[config.mk]
export PLATFORM = sky130hd
export DESIGN_NAME = wts_ram_arbiter
export DESIGN_NICKNAME = d
export VERILOG_FILES = /design/src/rtl/wts_arb_pkg.sv /design/src/rtl/wts_arb_latency_counter.sv /design/src/rtl/wts_ram_arbiter.sv
export SDC_FILE = /design/constraint.sdc
export NUM_CORES = 1
export LEC_CHECK = 0
export ABC_CLOCK_PERIOD_IN_PS = 2700
export CORE_ASPECT_RATIO = 0.6
export CORE_UTILIZATION = 35
export CTS_CLUSTER_DIAMETER = 30
export CTS_CLUSTER_SIZE = 28
export DETAILED_ROUTE_END_ITERATION = 10
export GPL_ROUTABILITY_DRIVEN = 0
export PLACE_DENSITY = 0.69
export SYNTH_ARGS = -nofsm -noshare
export SYNTH_HDL_FRONTEND = slang
export SYNTH_SLANG_ARGS = --single-unit
[constraint.sdc]
create_clock -name clk -period 2.7 [get_ports clk]
set_input_delay 0.27 -clock clk [delete_from_list [all_inputs] [get_ports clk]]
set_output_delay 0.27 -clock clk [all_outputs]
set_load 0.05 [all_outputs]
[src/rtl/wts_arb_pkg.sv]
// rtl/wts_arb_pkg.sv - shared types and parameter defaults for the wave RAM arbiter
package wts_arb_pkg;

  localparam int MEM_LATENCY_DEF   = 4;
  localparam int ADR_W_DEF         = 21;
  localparam int SND_BURST_MAX_DEF = 3;

  typedef enum logic [1:0] {
    IDLE  = 2'd0,
    ISSUE = 2'd1,
    WAIT  = 2'd2,
    DONE  = 2'd3
  } arb_state_t;

  typedef enum logic {
    GNT_CPU = 1'b0,
    GNT_SND = 1'b1
  } gnt_id_t;

endpackage

[src/rtl/wts_arb_latency_counter.sv]
// rtl/wts_arb_latency_counter.sv - loadable 4-bit down counter, expired while at zero
module wts_arb_latency_counter (
  input  logic       clk,
  input  logic       nreset,
  input  logic       load,
  input  logic [3:0] load_value,
  output logic       expired
);

  logic [3:0] count;

  always_ff @(posedge clk or negedge nreset) begin
    if (!nreset) begin
      count <= 4'd0;
    end else if (load) begin
      count <= load_value;
    end else if (count != 4'd0) begin
      count <= count - 4'd1;
    end
  end

  assign expired = (count == 4'd0);

endmodule

[src/rtl/wts_ram_arbiter.sv]
// rtl/wts_ram_arbiter.sv - shares the wave RAM port between CPU and sound sample fetch
// Define WTS_ARB_ROUND_ROBIN_EN to alternate ties instead of fixed priority with a burst limit.
module wts_ram_arbiter
  import wts_arb_pkg::*;
#(
  parameter int MEM_LATENCY   = MEM_LATENCY_DEF,
  parameter int ADR_W         = ADR_W_DEF,
  parameter int SND_BURST_MAX = SND_BURST_MAX_DEF
) (
  input  logic             clk,
  input  logic             nreset,
  input  logic             cpu_req,
  input  logic             cpu_wrt,
  input  logic [ADR_W-1:0] cpu_adr,
  input  logic [7:0]       cpu_dbo,
  output logic             cpu_ack,
  output logic [7:0]       cpu_dbi,
  input  logic             snd_req,
  input  logic [ADR_W-1:0] snd_adr,
  output logic             snd_ack,
  output logic [7:0]       snd_q,
  output logic             ramreq,
  output logic             ramwrt,
  output logic [ADR_W-1:0] ramadr,
  output logic [7:0]       ramdbo,
  input  logic [7:0]       ramdbi
);

  localparam logic [3:0] LAT_LOAD = 4'(MEM_LATENCY - 1);

  arb_state_t state;
  arb_state_t state_next;
  gnt_id_t    gnt_id;
  gnt_id_t    win_id;
  logic       expired;
  logic       any_req;
  logic       tie_to_snd;
  logic       grant;
  logic       capture;
  logic       cnt_load;

  wts_arb_latency_counter u_lat (
    .clk        (clk),
    .nreset     (nreset),
    .load       (cnt_load),
    .load_value (LAT_LOAD),
    .expired    (expired)
  );

  always_ff @(posedge clk or negedge nreset) begin
    if (!nreset) begin
      state <= IDLE;
    end else begin
      state <= state_next;
    end
  end

  always_comb begin
    state_next = state;
    case (state)
      IDLE:    if (cpu_req || snd_req) state_next = ISSUE;
      ISSUE:   state_next = WAIT;
      WAIT:    if (expired) state_next = DONE;
      DONE:    state_next = IDLE;
      default: state_next = IDLE;
    endcase
  end

  always_comb begin
    any_req  = cpu_req | snd_req;
    grant    = (state == IDLE) && any_req;
    cnt_load = (state == ISSUE);
    capture  = (state == WAIT) && expired;
    win_id   = (snd_req && (!cpu_req || tie_to_snd)) ? GNT_SND : GNT_CPU;
  end

`ifdef WTS_ARB_ROUND_ROBIN_EN
  gnt_id_t last_grant;

  assign tie_to_snd = (last_grant == GNT_CPU);

  always_ff @(posedge clk or negedge nreset) begin
    if (!nreset) begin
      last_grant <= GNT_CPU;
    end else if (grant) begin
      last_grant <= win_id;
    end
  end
`else
  localparam logic [2:0] BURST_MAX = 3'(SND_BURST_MAX);

  logic [2:0] snd_streak;

  assign tie_to_snd = (snd_streak != BURST_MAX);

  // Streak only grows while the CPU is actually being held off.
  always_ff @(posedge clk or negedge nreset) begin
    if (!nreset) begin
      snd_streak <= 3'd0;
    end else if (grant) begin
      if (win_id == GNT_SND && cpu_req) begin
        if (snd_streak != BURST_MAX) snd_streak <= snd_streak + 3'd1;
      end else begin
        snd_streak <= 3'd0;
      end
    end
  end
`endif

  always_ff @(posedge clk or negedge nreset) begin
    if (!nreset) begin
      gnt_id  <= GNT_CPU;
      ramreq  <= 1'b0;
      ramwrt  <= 1'b0;
      ramadr  <= '0;
      ramdbo  <= 8'd0;
      cpu_ack <= 1'b0;
      snd_ack <= 1'b0;
      cpu_dbi <= 8'd0;
      snd_q   <= 8'd0;
    end else begin
      ramreq  <= grant;
      cpu_ack <= capture && (gnt_id == GNT_CPU);
      snd_ack <= capture && (gnt_id == GNT_SND);
      if (grant) begin
        gnt_id <= win_id;
        if (win_id == GNT_SND) begin
          ramadr <= snd_adr;
          ramwrt <= 1'b0;
        end else begin
          ramadr <= cpu_adr;
          ramwrt <= cpu_wrt;
          ramdbo <= cpu_dbo;
        end
      end
      // ramwrt still reflects the in-flight access, so writes leave cpu_dbi alone.
      if (capture && gnt_id == GNT_CPU && !ramwrt) cpu_dbi <= ramdbi;
      if (capture && gnt_id == GNT_SND) snd_q <= ramdbi;
    end
  end

endmodule

==> impl_summary.md <==
Clock tree
The H-tree generated during clock tree synthesis spans 3 levels. The post-CTS setup repair buffer count is 0. The TritonCTS sink count is 59.

In this run, CTS created clock tree buffers numbering 9. Post-CTS repair changed the size of 0 cells. The buffer type at the clock tree root is sky130_fd_sc_hd__clkbuf_16.

The clock slew at the register clock pins of the worst setup and hold paths is 0.05 ns. The clock tree from TritonCTS is done. The count of hold buffers inserted by post-cts repair is 0. Counting along the longest clock path gives a buffer depth of 2.

Clock latency on the worst-skew pair, taken at its later pin, is 0.32 ns.

Floorplanning
The floorplan step set the die height to 67.4 um. The number of top-level design ports is 112. The starting utilization of the core area is 36.8%. The floorplan has 23 rows. The die covers 0.00749 mm^2. The core region is 0.00679 mm^2. The chip width is 111 um.

Critical path
The biggest cell delay along the critical path is 0.59 ns. The startpoint type of the worst setup path is a flop. Across all register-to-register paths, the minimum setup slack is 0.52 ns. The arrival time reported for the critical path endpoint is 2.37 ns. The number of cell instances on the worst register-to-register path is 5. The launch point of the worst reg-to-reg path is u_lat.count[0]. The worst register-to-register path ends at cpu_dbi[1].

At the worst endpoint, the required time is 2.89 ns. The signal on the critical path passes through inv_1 -> ha_1 -> or3b_4 -> or3_1 -> mux2_4. Along the worst path, the maximum fanout reaches 8. The critical setup path kind is flop to flop. For this design, the slowest cell found on the critical path is sky130_fd_sc_hd__or3_1. STA classifies the critical path endpoint as a flop.

Yosys
The number of nets handed over by synthesis was 254. The distinct cell type count after synthesis is 28. The fraction of synthesized cell area in xor and xnor cells is 0.351%. Synthesis handed over a netlist of 183 instances. After synthesis, the largest family of logic cells by area is multiplexers. The synthesized-area fraction occupied by and/or/nand/nor cells is 9.21%. The share of the Yosys chip area taken by registers is 59.1%. The synthesized netlist devotes 11.7% of its cell area to compound gates. After synthesis, the share of cell area in mux cells is 12.9%. The synthesis-stage register bit count is 59. The area share of fa/ha/maj cells after synthesis is 4.01%. Summing every instance area after synthesis gives 0.00250 mm^2. A synthesized cell averages 13.7 um^2. The count of synthesis-stage warnings from yosys is 0.

STA
For the pin with the worst max-slew slack, the measured transition is 0.940 ns. Measured against its own limit, the worst slew margin works out to 37.3%. The number of setup violations in the final report is 0. The final critical-path setup slack is 0.522 ns. The portion of the clock cycle consumed by the worst path in the final layout is 80.7%.

The final number of max-transition violations is 0. The setup skew after layout is 0.00827 ns. Setup repair after global routing left no endpoint under its margin. The number of endpoints with negative hold slack in the final report is 0.

The total negative slack is 0 ns. The highest clock frequency the design can meet is 0.459 GHz. The final critical delay including setup and external delays is 2.18 ns.

Placed design
The pre-CTS setup slack is 0.523 ns. The count of buffers added on input and output ports is 111. The detailed placement HPWL is 4.56 mm.

GRT
Global routing used 18.2% of the available tracks. After global routing the overflow that remains totals 0. The via count of the first global-routing pass is 1,930.

The first global-routing pass estimated 10.1 mm of wire. The number of antenna violations at the first check in global routing is 0. The maximum number of pins on one net before global-route repair is 60.

Power and ir drop
IR analysis of the VDD net gives a maximum drop of 655 uV. The total power is 5.47 mW. The analysis attributes to cell leakage a power of 1.75 nW. Power spread over the standard cell area amounts to 1370 mW/mm^2.

Layout
In the layout the commonest cells are sky130_fd_sc_hd__clkdlybuf4s50_1, sky130_fd_sc_hd__dfrtp_1, sky130_fd_sc_hd__and2_1, sky130_fd_sc_hd__a221o_1, sky130_fd_sc_hd__mux2_2. The sequential cells in the finished layout cover a total of 0.00148 mm^2. The multi-input combinational cells in the finished layout cover a total of 965 um^2.

The number of filler instances in the final layout is 576. The number of antenna diodes in the final layout is 0. The library cell used most frequently in the layout, excluding fill and tap cells, is sky130_fd_sc_hd__clkdlybuf4s50_1. For this run, the post-layout net count is 370. Relative to the synthesized area, the layout overhead comes to 59.5%. Cells with a size suffix above 1 make up 15.8% of the layout.

Route
After detailed routing, no signal wire sits above met4. The first routing iteration left 63 violations. The total detailed-routing wirelength is 6.33 mm. The via density per instance is 4.88. The total length of routed met2 wires is 2.64 mm.

The remaining antenna violation count after routing is 0. After detailed routing, the number of remaining DRC violations is 16. The detailed route wirelength on metal3 is 637 um. The routed length on met1 is 3.02 mm. The total number of vias is 1,905. The wire length per cell is 16.2 um. Before antenna repair, the detailed router went through 10 iterations.

Hold path
In this run the worst hold path is classified as input port to asynchronous set/reset pin.

Run status
The final reports fail on DRC. The run finished, with violations left.

Flow run
Across the run, the number of max-cap violations was 0.
==> critical path: cells and delay by family, from the launching register on <==
family / cells / cell delay [ns]
buffers and inverters: 1 / 0.10
adders and majority gates: 1 / 0.18
DFF: 1 / 0.39
and+or+nand+nor: 2 / 1.01
muxes: 1 / 0.38
==> registers in the layout (all words and copies together), names as in the netlist, 2 cells and up <==
register and count:
ramadr 21, cpu_dbi 8, ramdbo 8, snd_q 8
u_lat.count 4, snd_streak 3, state 2
==> power breakdown <==
| part | leakage [nW] | total (mW) | switching [mW] | internal [mW] |
|---|---|---|---|---|
| clock | 0.130 | 1.01 | 0.379 | 0.633 |
| sequential | 0.732 | 1.52 | 0.235 | 1.29 |
| combinational | 0.892 | 2.93 | 1.76 | 1.17 |
| total | 1.75 | 5.47 | 2.38 | 3.09 |
==> area by class of cell <==
class	count	area share [%]
clock buffers	10	5.99
flip-flops and latches	59	37.0
inverters	7	0.659
multi-input cells	108	24.2
well taps	87	2.73
clock inverters	5	0.753
repair buffers	114	28.6
==> stage by stage <==
step	hold WS (ns)	area [um^2]	cells	utilization, %
6_report	0.0987	3990	390	58.7
4_1_cts	0.136	3990	390	58.7
3_3_place_gp	0.475	3720	375	54.7
5_1_grt	0.160	3990	390	58.7
3_5_place_dp	0.477	3720	375	54.7
2_1_floorplan	-0.0256	2500	183	-
==> per-layer routing <==
| layer | GRT usage [%] | vias to the layer above |
|---|---|---|
| li1 | - | 896 |
| met2 | 26.5 | 82 |
| met1 | 24.1 | 921 |
| met5 | 0 | - |
| met4 | 5.74 | 0 |
| met3 | 8.44 | 6 |
==> Yosys cell counts, drive strengths merged <==
library cell,number,share of area (%)
or3,1,0.25
o21ai,2,0.40
nand2,7,1.1
buf,2,0.65
nand4,1,0.25
dfrtp,59,59
inv,7,1.1
and3,1,0.25
nor3,2,0.40
a32o,1,0.40
nor3b,2,0.60
clkbuf,7,1.1
xnor2,1,0.35
nor2,3,0.45
o32a,1,0.40
o22ai,1,0.25
a21o,3,0.90
a22o,1,0.35
ha,8,4.0
a21oi,3,0.60
mux2i,1,0.40
and2,21,5.3
nand2b,1,0.25
a221o,21,8.4
or3b,1,0.45
mux2,25,12
==> cells by family after synthesis <==
kind of cell | Yosys count
AO/OA/AOI/OAI | 33
flip-flops | 59
multiplexers | 26
adder cells (fa/ha/maj) | 8
XOR/XNOR | 1
AND/OR/NAND/NOR | 40
buffers and inverters | 16
==> worst max-delay path by stage <==
stage | from | end | slack, ns | depth (start not counted)
2_1_floorplan | u_lat.count[0] | cpu_dbi[0] | 0.77 | 6
3_3_place_gp | u_lat.count[0] | cpu_dbi[7] | 0.59 | 5
3_5_place_dp | u_lat.count[0] | cpu_dbi[1] | 0.52 | 5
4_1_cts | u_lat.count[0] | cpu_dbi[1] | 0.51 | 5
5_1_grt | u_lat.count[0] | cpu_dbi[1] | 0.42 | 5
6_report | u_lat.count[0] | cpu_dbi[1] | 0.52 | 5
Power figures use the tool's default switching activity.
